File: src/rtl/axil_mmio_slot_bridge_if.sv
`default_nettype none
// +----------------------------------------------------------------------------+
// | axil_mmio_slot_bridge_if                                                   |
// | AXI4-Lite bus bundle between the main-bus interconnect and the slot bridge |
// | Rev 1.0 - initial release                                                  |
// +----------------------------------------------------------------------------+
interface axil_mmio_slot_bridge_if;
  logic [31:0] awaddr;
  logic [2:0]  awprot;
  logic        awvalid;
  logic        awready;
  logic [31:0] wdata;
  logic [3:0]  wstrb;
  logic        wvalid;
  logic        wready;
  logic [1:0]  bresp;
  logic        bvalid;
  logic        bready;
  logic [31:0] araddr;
  logic [2:0]  arprot;
  logic        arvalid;
  logic        arready;
  logic [31:0] rdata;
  logic [1:0]  rresp;
  logic        rvalid;
  logic        rready;

  modport master (
    output awaddr, awprot, awvalid, wdata, wstrb, wvalid, bready,
           araddr, arprot, arvalid, rready,
    input  awready, wready, bresp, bvalid, arready, rdata, rresp, rvalid
  );

  modport slave (
    input  awaddr, awprot, awvalid, wdata, wstrb, wvalid, bready,
           araddr, arprot, arvalid, rready,
    output awready, wready, bresp, bvalid, arready, rdata, rresp, rvalid
  );
endinterface
`default_nettype wire

File: src/rtl/axil_mmio_slot_bridge.sv
`default_nettype none
// +----------------------------------------------------------------------------+
// | axil_mmio_slot_bridge                                                      |
// | AXI4-Lite slave fanning out to NUM_SLOTS MMIO devices with round-robin     |
// | read/write arbitration. Optional access watchdog: MMIO_TIMEOUT_EN.         |
// | Rev 1.0 - initial release                                                  |
// +----------------------------------------------------------------------------+
module axil_mmio_slot_bridge #(
  parameter int          NUM_SLOTS      = 16,
  parameter int          REG_AW         = 8,
  parameter logic [15:0] BASE_HI        = 16'h4600,
  parameter int          TIMEOUT_CYCLES = 255
) (
  input  logic                      aclk,
  input  logic                      arst_n,
  axil_mmio_slot_bridge_if.slave    S_AXI,
  output logic [NUM_SLOTS-1:0]      slot_cs,
  output logic                      slot_read,
  output logic                      slot_write,
  output logic [REG_AW-1:0]         slot_reg_addr,
  output logic [31:0]               slot_wr_data,
  output logic [3:0]                slot_wstrb,
  input  logic [NUM_SLOTS*32-1:0]   slot_rd_data,
  input  logic [NUM_SLOTS-1:0]      slot_wr_done,
  input  logic [NUM_SLOTS-1:0]      slot_rd_done,
  input  logic [NUM_SLOTS-1:0]      slot_slave_error,
  input  logic [NUM_SLOTS-1:0]      slot_decode_error
);

  localparam logic [1:0] c_RESP_OKAY   = 2'b00;
  localparam logic [1:0] c_RESP_SLVERR = 2'b10;
  localparam logic [1:0] c_RESP_DECERR = 2'b11;

  typedef enum logic [2:0] {
    ST_IDLE      = 3'd0,
    ST_WR_ACCESS = 3'd1,
    ST_WR_RESP   = 3'd2,
    ST_RD_ACCESS = 3'd3,
    ST_RD_RESP   = 3'd4
  } state_t;

  state_t                state_q, state_d;
  logic                  aw_cap_q, aw_cap_d;
  logic                  w_cap_q, w_cap_d;
  logic                  ar_pend_q, ar_pend_d;
  logic                  rr_pri_q, rr_pri_d;
  logic [31:0]           awaddr_q, awaddr_d;
  logic [31:0]           wdata_q, wdata_d;
  logic [3:0]            wstrb_q, wstrb_d;
  logic [31:0]           araddr_q, araddr_d;
  logic                  awready_q, awready_d;
  logic                  wready_q, wready_d;
  logic                  arready_q, arready_d;
  logic                  bvalid_q, bvalid_d;
  logic [1:0]            bresp_q, bresp_d;
  logic                  rvalid_q, rvalid_d;
  logic [1:0]            rresp_q, rresp_d;
  logic [31:0]           rdata_q, rdata_d;
  logic [NUM_SLOTS-1:0]  slot_cs_q, slot_cs_d;
  logic                  slot_read_q, slot_read_d;
  logic                  slot_write_q, slot_write_d;
  logic [REG_AW-1:0]     slot_reg_addr_q, slot_reg_addr_d;
  logic [31:0]           slot_wr_data_q, slot_wr_data_d;
  logic [3:0]            slot_wstrb_q, slot_wstrb_d;

  logic        aw_hs, w_hs, ar_hs;
  logic        wr_elig, rd_elig, grant_wr, grant_rd;
  logic [31:0] cur_awaddr, cur_wdata, cur_araddr;
  logic [3:0]  cur_wstrb;
  logic        sel_wr_done, sel_rd_done;
  logic [1:0]  sel_resp;
  logic [31:0] sel_rd_data;

  function automatic logic dec_hit(input logic [31:0] a);
    return (a[31:16] == BASE_HI) && ({1'b0, a[15:8]} < 9'(NUM_SLOTS));
  endfunction

  assign aw_hs = S_AXI.awvalid && awready_q;
  assign w_hs  = S_AXI.wvalid  && wready_q;
  assign ar_hs = S_AXI.arvalid && arready_q;

  // Same-cycle handshakes count, so AW/W/AR arriving together are arbitrated at once.
  assign cur_awaddr = aw_cap_q  ? awaddr_q : S_AXI.awaddr;
  assign cur_wdata  = w_cap_q   ? wdata_q  : S_AXI.wdata;
  assign cur_wstrb  = w_cap_q   ? wstrb_q  : S_AXI.wstrb;
  assign cur_araddr = ar_pend_q ? araddr_q : S_AXI.araddr;

  assign wr_elig  = (aw_cap_q || aw_hs) && (w_cap_q || w_hs);
  assign rd_elig  = ar_pend_q || ar_hs;
  assign grant_wr = (state_q == ST_IDLE) && wr_elig && (!rd_elig || !rr_pri_q);
  assign grant_rd = (state_q == ST_IDLE) && rd_elig && !grant_wr;

  // Masking with the registered chip select discards strays from other slots.
  assign sel_wr_done = |(slot_wr_done & slot_cs_q);
  assign sel_rd_done = |(slot_rd_done & slot_cs_q);
  assign sel_resp    = |(slot_slave_error & slot_cs_q)  ? c_RESP_SLVERR :
                       |(slot_decode_error & slot_cs_q) ? c_RESP_DECERR : c_RESP_OKAY;

  always_comb begin
    sel_rd_data = '0;
    for (int i = 0; i < NUM_SLOTS; i++) begin
      if (slot_cs_q[i]) sel_rd_data = sel_rd_data | slot_rd_data[32*i +: 32];
    end
  end

`ifdef MMIO_TIMEOUT_EN
  localparam int c_TMO_W = (TIMEOUT_CYCLES > 1) ? $clog2(TIMEOUT_CYCLES + 1) : 1;
  logic [c_TMO_W-1:0] tmo_cnt_q, tmo_cnt_d;
  logic               tmo_expired;
  assign tmo_expired = (tmo_cnt_q == c_TMO_W'(TIMEOUT_CYCLES - 1));
`endif

  always_comb begin
    state_d         = state_q;
    aw_cap_d        = aw_cap_q;
    w_cap_d         = w_cap_q;
    ar_pend_d       = ar_pend_q;
    rr_pri_d        = rr_pri_q;
    awaddr_d        = awaddr_q;
    wdata_d         = wdata_q;
    wstrb_d         = wstrb_q;
    araddr_d        = araddr_q;
    bvalid_d        = bvalid_q;
    bresp_d         = bresp_q;
    rvalid_d        = rvalid_q;
    rresp_d         = rresp_q;
    rdata_d         = rdata_q;
    slot_cs_d       = slot_cs_q;
    slot_read_d     = slot_read_q;
    slot_write_d    = slot_write_q;
    slot_reg_addr_d = slot_reg_addr_q;
    slot_wr_data_d  = slot_wr_data_q;
    slot_wstrb_d    = slot_wstrb_q;
`ifdef MMIO_TIMEOUT_EN
    tmo_cnt_d       = tmo_cnt_q;
`endif

    if (aw_hs) begin
      aw_cap_d = 1'b1;
      awaddr_d = S_AXI.awaddr;
    end
    if (w_hs) begin
      w_cap_d = 1'b1;
      wdata_d = S_AXI.wdata;
      wstrb_d = S_AXI.wstrb;
    end
    if (ar_hs) araddr_d = S_AXI.araddr;

    case (state_q)
      ST_IDLE: begin
`ifdef MMIO_TIMEOUT_EN
        tmo_cnt_d = '0;
`endif
        // An AR accepted alongside a winning write is parked until the write retires.
        if (ar_hs && !grant_rd) ar_pend_d = 1'b1;
        if (grant_wr) begin
          rr_pri_d = !rr_pri_q;
          if (dec_hit(cur_awaddr)) begin
            state_d         = ST_WR_ACCESS;
            slot_cs_d       = NUM_SLOTS'(1) << cur_awaddr[15:8];
            slot_write_d    = 1'b1;
            slot_reg_addr_d = cur_awaddr[REG_AW-1:0];
            slot_wr_data_d  = cur_wdata;
            slot_wstrb_d    = cur_wstrb;
          end else begin
            state_d  = ST_WR_RESP;
            bvalid_d = 1'b1;
            bresp_d  = c_RESP_DECERR;
          end
        end else if (grant_rd) begin
          rr_pri_d  = !rr_pri_q;
          ar_pend_d = 1'b0;
          if (dec_hit(cur_araddr)) begin
            state_d         = ST_RD_ACCESS;
            slot_cs_d       = NUM_SLOTS'(1) << cur_araddr[15:8];
            slot_read_d     = 1'b1;
            slot_reg_addr_d = cur_araddr[REG_AW-1:0];
          end else begin
            state_d  = ST_RD_RESP;
            rvalid_d = 1'b1;
            rresp_d  = c_RESP_DECERR;
            rdata_d  = '0;
          end
        end
      end
      ST_WR_ACCESS: begin
        if (sel_wr_done) begin
          state_d      = ST_WR_RESP;
          slot_cs_d    = '0;
          slot_write_d = 1'b0;
          bvalid_d     = 1'b1;
          bresp_d      = sel_resp;
        end
`ifdef MMIO_TIMEOUT_EN
        else if (tmo_expired) begin
          state_d      = ST_WR_RESP;
          slot_cs_d    = '0;
          slot_write_d = 1'b0;
          bvalid_d     = 1'b1;
          bresp_d      = c_RESP_SLVERR;
        end else begin
          tmo_cnt_d = tmo_cnt_q + 1'b1;
        end
`endif
      end
      ST_WR_RESP: begin
        if (S_AXI.bready) begin
          state_d  = ST_IDLE;
          bvalid_d = 1'b0;
          aw_cap_d = 1'b0;
          w_cap_d  = 1'b0;
        end
      end
      ST_RD_ACCESS: begin
        if (sel_rd_done) begin
          state_d     = ST_RD_RESP;
          slot_cs_d   = '0;
          slot_read_d = 1'b0;
          rvalid_d    = 1'b1;
          rresp_d     = sel_resp;
          rdata_d     = sel_rd_data;
        end
`ifdef MMIO_TIMEOUT_EN
        else if (tmo_expired) begin
          state_d     = ST_RD_RESP;
          slot_cs_d   = '0;
          slot_read_d = 1'b0;
          rvalid_d    = 1'b1;
          rresp_d     = c_RESP_SLVERR;
          rdata_d     = '0;
        end else begin
          tmo_cnt_d = tmo_cnt_q + 1'b1;
        end
`endif
      end
      ST_RD_RESP: begin
        if (S_AXI.rready) begin
          state_d  = ST_IDLE;
          rvalid_d = 1'b0;
        end
      end
      default: state_d = ST_IDLE;
    endcase

    awready_d = (state_d == ST_IDLE) && !aw_cap_d;
    wready_d  = (state_d == ST_IDLE) && !w_cap_d;
    arready_d = (state_d == ST_IDLE) && !aw_cap_d && !w_cap_d && !ar_pend_d;
  end

  always_ff @(posedge aclk or negedge arst_n) begin
    if (!arst_n) begin
      state_q         <= ST_IDLE;
      aw_cap_q        <= 1'b0;
      w_cap_q         <= 1'b0;
      ar_pend_q       <= 1'b0;
      rr_pri_q        <= 1'b0;
      awaddr_q        <= '0;
      wdata_q         <= '0;
      wstrb_q         <= '0;
      araddr_q        <= '0;
      awready_q       <= 1'b0;
      wready_q        <= 1'b0;
      arready_q       <= 1'b0;
      bvalid_q        <= 1'b0;
      bresp_q         <= '0;
      rvalid_q        <= 1'b0;
      rresp_q         <= '0;
      rdata_q         <= '0;
      slot_cs_q       <= '0;
      slot_read_q     <= 1'b0;
      slot_write_q    <= 1'b0;
      slot_reg_addr_q <= '0;
      slot_wr_data_q  <= '0;
      slot_wstrb_q    <= '0;
`ifdef MMIO_TIMEOUT_EN
      tmo_cnt_q       <= '0;
`endif
    end else begin
      state_q         <= state_d;
      aw_cap_q        <= aw_cap_d;
      w_cap_q         <= w_cap_d;
      ar_pend_q       <= ar_pend_d;
      rr_pri_q        <= rr_pri_d;
      awaddr_q        <= awaddr_d;
      wdata_q         <= wdata_d;
      wstrb_q         <= wstrb_d;
      araddr_q        <= araddr_d;
      awready_q       <= awready_d;
      wready_q        <= wready_d;
      arready_q       <= arready_d;
      bvalid_q        <= bvalid_d;
      bresp_q         <= bresp_d;
      rvalid_q        <= rvalid_d;
      rresp_q         <= rresp_d;
      rdata_q         <= rdata_d;
      slot_cs_q       <= slot_cs_d;
      slot_read_q     <= slot_read_d;
      slot_write_q    <= slot_write_d;
      slot_reg_addr_q <= slot_reg_addr_d;
      slot_wr_data_q  <= slot_wr_data_d;
      slot_wstrb_q    <= slot_wstrb_d;
`ifdef MMIO_TIMEOUT_EN
      tmo_cnt_q       <= tmo_cnt_d;
`endif
    end
  end

  assign S_AXI.awready = awready_q;
  assign S_AXI.wready  = wready_q;
  assign S_AXI.arready = arready_q;
  assign S_AXI.bvalid  = bvalid_q;
  assign S_AXI.bresp   = bresp_q;
  assign S_AXI.rvalid  = rvalid_q;
  assign S_AXI.rresp   = rresp_q;
  assign S_AXI.rdata   = rdata_q;
  assign slot_cs       = slot_cs_q;
  assign slot_read     = slot_read_q;
  assign slot_write    = slot_write_q;
  assign slot_reg_addr = slot_reg_addr_q;
  assign slot_wr_data  = slot_wr_data_q;
  assign slot_wstrb    = slot_wstrb_q;

  // Protection bits and the address bits between the register and slot fields carry no meaning here.
  logic unused_ok;
  assign unused_ok = ^{S_AXI.awprot, S_AXI.arprot, cur_awaddr, cur_araddr, 32'(TIMEOUT_CYCLES)};

endmodule
`default_nettype wire
File: src/flat_wrapper.sv
// flat-port wrapper written by rule: the top's interface ports become plain ports
module axil_mmio_slot_bridge_flat 
#(
  parameter int          NUM_SLOTS      = 16,
  parameter int          REG_AW         = 8,
  parameter logic [15:0] BASE_HI        = 16'h4600,
  parameter int          TIMEOUT_CYCLES = 255
)
  (aclk, arst_n, slot_cs, slot_read, slot_write, slot_reg_addr, slot_wr_data, slot_wstrb, slot_rd_data, slot_wr_done, slot_rd_done, slot_slave_error, slot_decode_error, S_AXI_awaddr, S_AXI_awprot, S_AXI_awvalid, S_AXI_wdata, S_AXI_wstrb, S_AXI_wvalid, S_AXI_bready, S_AXI_araddr, S_AXI_arprot, S_AXI_arvalid, S_AXI_rready, S_AXI_awready, S_AXI_wready, S_AXI_bresp, S_AXI_bvalid, S_AXI_arready, S_AXI_rdata, S_AXI_rresp, S_AXI_rvalid);
  axil_mmio_slot_bridge_if S_AXI_i ();
  input  logic aclk;
  input  logic arst_n;
  output logic [NUM_SLOTS-1:0] slot_cs;
  output logic slot_read;
  output logic slot_write;
  output logic [REG_AW-1:0] slot_reg_addr;
  output logic [31:0] slot_wr_data;
  output logic [3:0] slot_wstrb;
  input  logic [NUM_SLOTS*32-1:0] slot_rd_data;
  input  logic [NUM_SLOTS-1:0] slot_wr_done;
  input  logic [NUM_SLOTS-1:0] slot_rd_done;
  input  logic [NUM_SLOTS-1:0] slot_slave_error;
  input  logic [NUM_SLOTS-1:0] slot_decode_error;
  input wire logic [$bits(S_AXI_i.awaddr)-1:0] S_AXI_awaddr;
  input wire logic [$bits(S_AXI_i.awprot)-1:0] S_AXI_awprot;
  input wire logic [$bits(S_AXI_i.awvalid)-1:0] S_AXI_awvalid;
  input wire logic [$bits(S_AXI_i.wdata)-1:0] S_AXI_wdata;
  input wire logic [$bits(S_AXI_i.wstrb)-1:0] S_AXI_wstrb;
  input wire logic [$bits(S_AXI_i.wvalid)-1:0] S_AXI_wvalid;
  input wire logic [$bits(S_AXI_i.bready)-1:0] S_AXI_bready;
  input wire logic [$bits(S_AXI_i.araddr)-1:0] S_AXI_araddr;
  input wire logic [$bits(S_AXI_i.arprot)-1:0] S_AXI_arprot;
  input wire logic [$bits(S_AXI_i.arvalid)-1:0] S_AXI_arvalid;
  input wire logic [$bits(S_AXI_i.rready)-1:0] S_AXI_rready;
  output wire logic [$bits(S_AXI_i.awready)-1:0] S_AXI_awready;
  output wire logic [$bits(S_AXI_i.wready)-1:0] S_AXI_wready;
  output wire logic [$bits(S_AXI_i.bresp)-1:0] S_AXI_bresp;
  output wire logic [$bits(S_AXI_i.bvalid)-1:0] S_AXI_bvalid;
  output wire logic [$bits(S_AXI_i.arready)-1:0] S_AXI_arready;
  output wire logic [$bits(S_AXI_i.rdata)-1:0] S_AXI_rdata;
  output wire logic [$bits(S_AXI_i.rresp)-1:0] S_AXI_rresp;
  output wire logic [$bits(S_AXI_i.rvalid)-1:0] S_AXI_rvalid;
  assign S_AXI_i.awaddr = S_AXI_awaddr;
  assign S_AXI_i.awprot = S_AXI_awprot;
  assign S_AXI_i.awvalid = S_AXI_awvalid;
  assign S_AXI_i.wdata = S_AXI_wdata;
  assign S_AXI_i.wstrb = S_AXI_wstrb;
  assign S_AXI_i.wvalid = S_AXI_wvalid;
  assign S_AXI_i.bready = S_AXI_bready;
  assign S_AXI_i.araddr = S_AXI_araddr;
  assign S_AXI_i.arprot = S_AXI_arprot;
  assign S_AXI_i.arvalid = S_AXI_arvalid;
  assign S_AXI_i.rready = S_AXI_rready;
  assign S_AXI_awready = S_AXI_i.awready;
  assign S_AXI_wready = S_AXI_i.wready;
  assign S_AXI_bresp = S_AXI_i.bresp;
  assign S_AXI_bvalid = S_AXI_i.bvalid;
  assign S_AXI_arready = S_AXI_i.arready;
  assign S_AXI_rdata = S_AXI_i.rdata;
  assign S_AXI_rresp = S_AXI_i.rresp;
  assign S_AXI_rvalid = S_AXI_i.rvalid;
  axil_mmio_slot_bridge #(.NUM_SLOTS(NUM_SLOTS), .REG_AW(REG_AW), .BASE_HI(BASE_HI), .TIMEOUT_CYCLES(TIMEOUT_CYCLES)) u_core (.aclk(aclk), .arst_n(arst_n), .S_AXI(S_AXI_i), .slot_cs(slot_cs), .slot_read(slot_read), .slot_write(slot_write), .slot_reg_addr(slot_reg_addr), .slot_wr_data(slot_wr_data), .slot_wstrb(slot_wstrb), .slot_rd_data(slot_rd_data), .slot_wr_done(slot_wr_done), .slot_rd_done(slot_rd_done), .slot_slave_error(slot_slave_error), .slot_decode_error(slot_decode_error));
endmodule
File: config.mk
export PLATFORM = sky130hd
export DESIGN_NAME = axil_mmio_slot_bridge_flat
export DESIGN_NICKNAME = d
export VERILOG_FILES = /design/src/rtl/axil_mmio_slot_bridge_if.sv /design/src/rtl/axil_mmio_slot_bridge.sv /design/src/flat_wrapper.sv
export SDC_FILE = /design/constraint.sdc
export NUM_CORES = 1
export LEC_CHECK = 0
export ABC_AREA = 1
export CAP_MARGIN = 20
export CORE_AREA = 2 2 306 308
export CTS_BUF_LIST = sky130_fd_sc_hd__clkbuf_16
export DETAILED_ROUTE_END_ITERATION = 6
export DIE_AREA = 0 0 308 310
export SETUP_SLACK_MARGIN = 0.3
export SYNTH_ARGS = -nofsm -noshare
export SYNTH_HDL_FRONTEND = slang
export SYNTH_SLANG_ARGS = --single-unit
File: constraint.sdc
create_clock -name aclk -period 1.7 [get_ports aclk]
set_input_delay 0.34 -clock aclk [delete_from_list [all_inputs] [get_ports aclk]]
set_output_delay 0.34 -clock aclk [all_outputs]
set_load 0.005 [all_outputs]
# [Word-level counts from Yosys, hierarchy flattened]
# Cells that the tools add are included.
# W data, S select, Z words.
[op_classes] order_cmp=2 n_eq_ne=21 shifts=2 muxes=88 bitwise_logic=19 n_reduce_logical=49
[ops] op="$mux W32" count=23
[ops] op="$or A32 B32 Y32" count=15
[ops] op="$mux W16" count=6
[ops] op="$and A16 B16 Y16" count=4
[ops] op="$pmux W32 S2" count=1
[ops] op="$reduce_or A16 Y1" count=4
[ops] op="$pmux W16 S3" count=1
[ops] op="$eq A16 B15 Y1 const B" count=2
[ops] op="$mux W8" count=4
[ops] op="$shl A1 B8 Y16 const A" count=2
[ops] op="$mux W1" count=28
[ops] op="$mux W3" count=7
[ops] op="$mux W2" count=10
[ops] op="$lt A8 B5 Y1 const B" count=2
[ops] op="$ne A2 B2 Y1 const B" count=8
[ops] op="$logic_and A1 B1 Y1" count=15
[ops] op="$pmux W3 S5" count=1
[ops] op="$reduce_and A5 Y1" count=3
[ops] op="$reduce_and A4 Y1" count=3
[ops] op="$reduce_and A6 Y1" count=2
[ops] op="$reduce_bool A3 Y1" count=3
[ops] op="$ne A2 B1 Y1 const B" count=4
[ops] op="$pmux W2 S2" count=2
[ops] op="$reduce_bool A2 Y1" count=4
[ops] op="other kinds (14)" count=27
[word_totals] reg_bits=210 input_bits=689 output_inout_bits=103 wordCells=204

# [Longest topological paths before layout]
[logic_depth] depth_word=33 ltp_mapped=14

# [Least setup slack after synthesis]
# OpenSTA, ideal clock, no wires.
[synth_timing] path_kind="flip-flop to flip-flop" start="register u_core.slot_cs_q[10] (netlist: u_core.slot_cs[10])" end="register u_core.rdata_q[22] (netlist: u_core.S_AXI.rdata[22])" arrival_time_ns=1.592 setup_slack_ns=-0.010 path_stages_with_launch=12 synth_period_minus_slack_ns=1.710 path_cell_list="dfrtp_1 > buf_2 > nand2_1 > nand2_1 > nor2_1 > nand2_1 > nor2_2 > inv_1 > nand2_1 > clkbuf_1 > a31oi_1 > a21o_1"
[synth_via] elab_chain_cells=13
[synth_lines] item="start, declared" line_no="axil_mmio_slot_bridge.sv:59" source="logic [NUM_SLOTS-1:0] slot_cs_q, slot_cs_d;"
[synth_lines] item="start signal, assigned" line_no="axil_mmio_slot_bridge.sv:296" source="slot_cs_q <= slot_cs_d;"
[synth_lines] item="$mux W32" line_no="axil_mmio_slot_bridge.sv:102" source="if (slot_cs_q[i]) sel_rd_data = sel_rd_data | slot_rd_data[32*i +: 32];"
[synth_lines] item="$or A32 B32 Y32" line_no="axil_mmio_slot_bridge.sv:102"
[synth_lines] item="$mux W32" line_no="axil_mmio_slot_bridge.sv:102"
[synth_lines] item="$or A32 B32 Y32" line_no="axil_mmio_slot_bridge.sv:102"
[synth_lines] item="$mux W32" line_no="axil_mmio_slot_bridge.sv:102"
[synth_lines] item="$or A32 B32 Y32" line_no="axil_mmio_slot_bridge.sv:102"
[synth_lines] item="$mux W32" line_no="axil_mmio_slot_bridge.sv:102"
[synth_lines] item="$or A32 B32 Y32" line_no="axil_mmio_slot_bridge.sv:102"
[synth_lines] item="$mux W32" line_no="axil_mmio_slot_bridge.sv:102"
[synth_lines] item="$or A32 B32 Y32" line_no="axil_mmio_slot_bridge.sv:102"
[synth_lines] item="$mux W32" line_no="axil_mmio_slot_bridge.sv:102"
[synth_lines] item="$mux W32" line_no="axil_mmio_slot_bridge.sv:215" source="if (sel_rd_done) begin"
[synth_lines] item="$pmux W32 S2" line_no="axil_mmio_slot_bridge.sv:149" source="case (state_q)"
[synth_lines] item="end signal, assigned" line_no="axil_mmio_slot_bridge.sv:295" source="rdata_q <= rdata_d;"
[synth_lines] item="end, declared" line_no="axil_mmio_slot_bridge.sv:58" source="logic [31:0] rdata_q, rdata_d;"
# Several ways; a longest one is shown, not always the timed one. The select of a mux whose other input is x is not followed.
# A chain may end at the register's enable or synchronous reset.

# [Worst setup path in the final report]
[layout_timing] start="register u_core.aw_cap_q" end="register u_core.slot_wr_data_q[29] (netlist: u_core.slot_wr_data[29])"
[layout_via] elab_chain_cells=5
[layout_lines] item="start, declared" line_no="axil_mmio_slot_bridge.sv:43" source="logic aw_cap_q, aw_cap_d;"
[layout_lines] item="start signal, assigned" line_no="axil_mmio_slot_bridge.sv:280" source="aw_cap_q <= aw_cap_d;"
[layout_lines] item="branches (longest 4 deep; another with $lt A8 B5 Y1)"
[layout_lines] item="$reduce_and A3 Y1 (no line) *"
[layout_lines] item="end signal, assigned" line_no="axil_mmio_slot_bridge.sv:300" source="slot_wr_data_q <= slot_wr_data_d;"
[layout_lines] item="end, declared" line_no="axil_mmio_slot_bridge.sv:63" source="logic [31:0] slot_wr_data_q, slot_wr_data_d;"
# Every way passes the cells marked *.

==> reports/qor.csv <==
metric,value,unit
hold_path.class,in2async,
critPathKind,reg2reg,
pre_cts_ws,-0.610,ns
finalCriticalPeriod,2.00,ns
clock-sinks,210,
num_vias,17600,
layout_commonest_cell,clkdlybuf4s50_1,
timing.final.crit_share,1.18,
synth_cell_types,45,
ir_drop,0.740,mV
cp-end-kind,register,
htree_levels,1,
drtIter0Drc,1237,
synth.area.mux_share,0.0888,
status,"complete, but fails checks",
r2r_cells,12,
grt_util_met1,0.254,
switchingPower,8.86,mW
critPathMaxFanout,5,
yosys_warnings,0,
final_nets,3434,
synth-simple-area-share,0.281,
grt-ovfl-total,0,
critPathBufInv,5,
drv_slew,0,
fmax,499,MHz
io_buffer_count,785,
seq_area_frac_synth,0.410,
grt_start_max_net_pins,80,
first_global_vias,17000,
pwr-share-comb,0.449,
r2r_slack,-0.30,ns
crit_family,buffers and inverters,
worstPathCellList,buf_6 -> nor2_4 -> nand2_2 -> nand2_2 -> nand2_2 -> nor2_4 -> nand3_4 -> buf_12 -> buf_16 -> buf_6 -> buf_16 -> o21ai_2,
syn_inst,1666,
syn_area_per_cell,7.69,um^2
gr-usage-met3,0.0816,
power_density,866,nW/um^2
violations,setup timing,
p_int,16.1,mW
cts_tree,done,
drive_above_1_share,0.331,
placed_cell_area,23600,um^2
clk_pin_slew,0.06,ns
rsz0062_at_grt,true,
worst_ep_required_time,2.23,ns
cts_root_buf,clkbuf_16,
antenna_left,0,
synth_compound_area_frac,0.159,
core-area,92500,um^2
yosys-top-cells-area,"dfrtp_1 (41%), nand2_1 (19%), mux2_2 (5.4%), a221oi_1 (5.1%), mux2i_1 (3.4%)",
maxCapViolCount,0,
start_util,0.139,
finalInstanceArea,28800,um^2
tightest_slew,0.758,ns
grt_usage,0.219,
synth_seq_cells,210,
antenna_found_initial,82,
syn-num-nets,2355,
grt_pass1_wl,143000,um
hpwlAfterDp,83700,um
finClkSkew,0.0287,ns
synth.largest_area_cell,dfrtp_1,
post-route-util,0.311,
r2r-end,u_core.slot_wr_data[29],
synth_adder_area_share,0,
routed_wl,114000,um
yosysTopAreaCellShare,0.410,
sequentialPowerShare,0.294,
clkLatencyLatePin,0.61,ns
first_pass_iters,5,
std_cell_rows,112,
finalHoldViolCount,0,
wl_per_cell,28.4,um
r2r_start,u_core.aw_cap_q,
n_fill_cell,9710,
chipHeight,310,um
die_x,308,um
fin_ws,-0.305,ns
synth_top_family_by_area,simple AND/OR/NAND/NOR gates,
synthArstFlopShare,1.00,
synth_edf_count,0,
power.leakage,13.0,nW
use_met2,0.358,
p_sw_frac,0.355,
via_per_inst,4.40,
routabilityCongestion,0.918,
crit_path_top_delay_cell,dfrtp_2,
synthFlopType,dfrtp_1,
crit_top_cell,nand2_2,
max_slew_margin,0.494,
syn_area,12800,um^2
clk_path_buf_depth,3,
synth_xor_area_frac,0.000683,
top_usage_layer,met2,
die_area,95500,um^2
pwr-share-clk,0.258,
startpoint_type,register,
io_pins,792,
slowest_delay,0.45,ns
setup-violations-final,122,
drcViolationCount,0,
final_cell_mix,"clkdlybuf4s50_1 (681), nand2_1 (521), buf_4 (205), dfrtp_1 (189), buf_6 (81)",
crit_arrival,2.53,ns
syn2layout_area_growth,125,%
cts_buffers,29,
[kinds of logic after synthesis]
| family | after synthesis |
|---|---|
| and+or+nand+nor | 868 |
| AOI/OAI and AO/OA | 301 |
| DFF | 210 |
| buffers and inverters | 180 |
| muxes | 106 |
| xor gates and xnor gates | 1 |
[routing by layer]
| metal | vias up | part of all wire |
|---|---|---|
| met1 | 8508 | 0.38 |
| li1 | 7902 | - |
| met2 | 881 | 0.47 |
| met4 | 62 | 0.052 |
| met5 | - | 0.0032 |
| met3 | 266 | 0.095 |
[worst max-delay path by stage]
stage                    startpoint                       to  slack, ns  cells past startpoint
3_3_place_gp        slot_rd_done[2]     u_core.S_AXI.arready      -0.57                     12
3_5_place_dp        slot_rd_done[2]     u_core.S_AXI.arready      -0.61                     12
2_1_floorplan      u_core.ar_pend_q        u_core.slot_cs[9]       0.02                     14
6_report            u_core.aw_cap_q  u_core.slot_wr_data[29]      -0.30                     12
5_1_grt        u_core.S_AXI.arready        u_core.slot_cs[9]      -0.37                     15
4_1_cts           u_core.slot_cs[3]    u_core.S_AXI.bresp[1]      -0.27                     10
[Yosys cell counts, types with 5 or more instances]
library cell and instances:
dfrtp_1 210, a21oi_1 35, buf_1 44, mux2i_1 44, mux2_2 62, a211oi_1 13
inv_2 5, a221oi_1 75, a22o_1 36, a31oi_1 11, o21ai_0 78, nand2_1 660
nand3_1 69, nor2_1 64, nor2_2 7, o21ai_1 36, a21o_1 9, buf_2 27
clkbuf_1 28, inv_1 65, nand4_1 38
[power by group through the flow]
stage	logic, mW	clock network (mW)	registers (mW)
6_report	11.2	6.42	7.32
5_1_grt	11.9	6.79	7.47
3_5_place_dp	8.15	0	7.33
3_3_place_gp	8.03	0	7.28
2_1_floorplan	4.21	0	7.11
4_1_cts	9.20	6.60	7.28
[registers in the layout (all words and copies together) (netlist names)]
name and count:
u_core.slot_cs 16, u_core.S_AXI.wready 1, u_core.S_AXI.arready 1, u_core.rr_pri_q 1
u_core.w_cap_q 1, u_core.S_AXI.rdata 32, u_core.S_AXI.rvalid 1, u_core.wstrb_q 4
u_core.awaddr_q 32, u_core.slot_wr_data 32, u_core.slot_read 1, u_core.S_AXI.bvalid 1
u_core.state_q 3, u_core.S_AXI.bresp 2, u_core.araddr_q 32, u_core.slot_reg_addr 8
u_core.ar_pend_q 1, u_core.slot_wstrb 4, u_core.S_AXI.awready 1, u_core.wdata_q 32
u_core.slot_write 1, u_core.aw_cap_q 1, u_core.S_AXI.rresp 2
[through the flow]
step / power [mW] / cells / setup TNS (ns) / hold WS, ns
floorplan: 11.3 / 1666 / 0 / 0.0444
global placement: 15.3 / 3718 / -62.77 / 0.179
detailed placement: 15.5 / 3718 / -65.32 / 0.179
CTS: 23.1 / 3902 / -19.61 / 0.126
global route: 26.2 / 3995 / -35.10 / 0.158
finish: 24.9 / 4000 / -26.20 / 0.181
[area by class of cell]
cell class                      instances  area [um^2]  area share
Timing Repair Buffer                 1154        12100       0.421
Multi-Input combinational cell       1278         8530       0.296
Sequential cell                       210         5290       0.184
Tap cell                             1197         1500      0.0520
Clock buffer                           29          726      0.0252
Inverter                               72          283     0.00982
Clock inverter                         25          245     0.00852
Antenna cell                           35         87.6     0.00304
[repair_timing]
action	in CTS	in global routing
setup buffers	107	48
resized for setup	775	235
setup endpoints to repair	273	258
cloned	22	15
hold endpoints to repair	114	0
hold buffers	1	0
pin swaps	61	68
No activity file was read; power rests on OpenSTA's default activity.
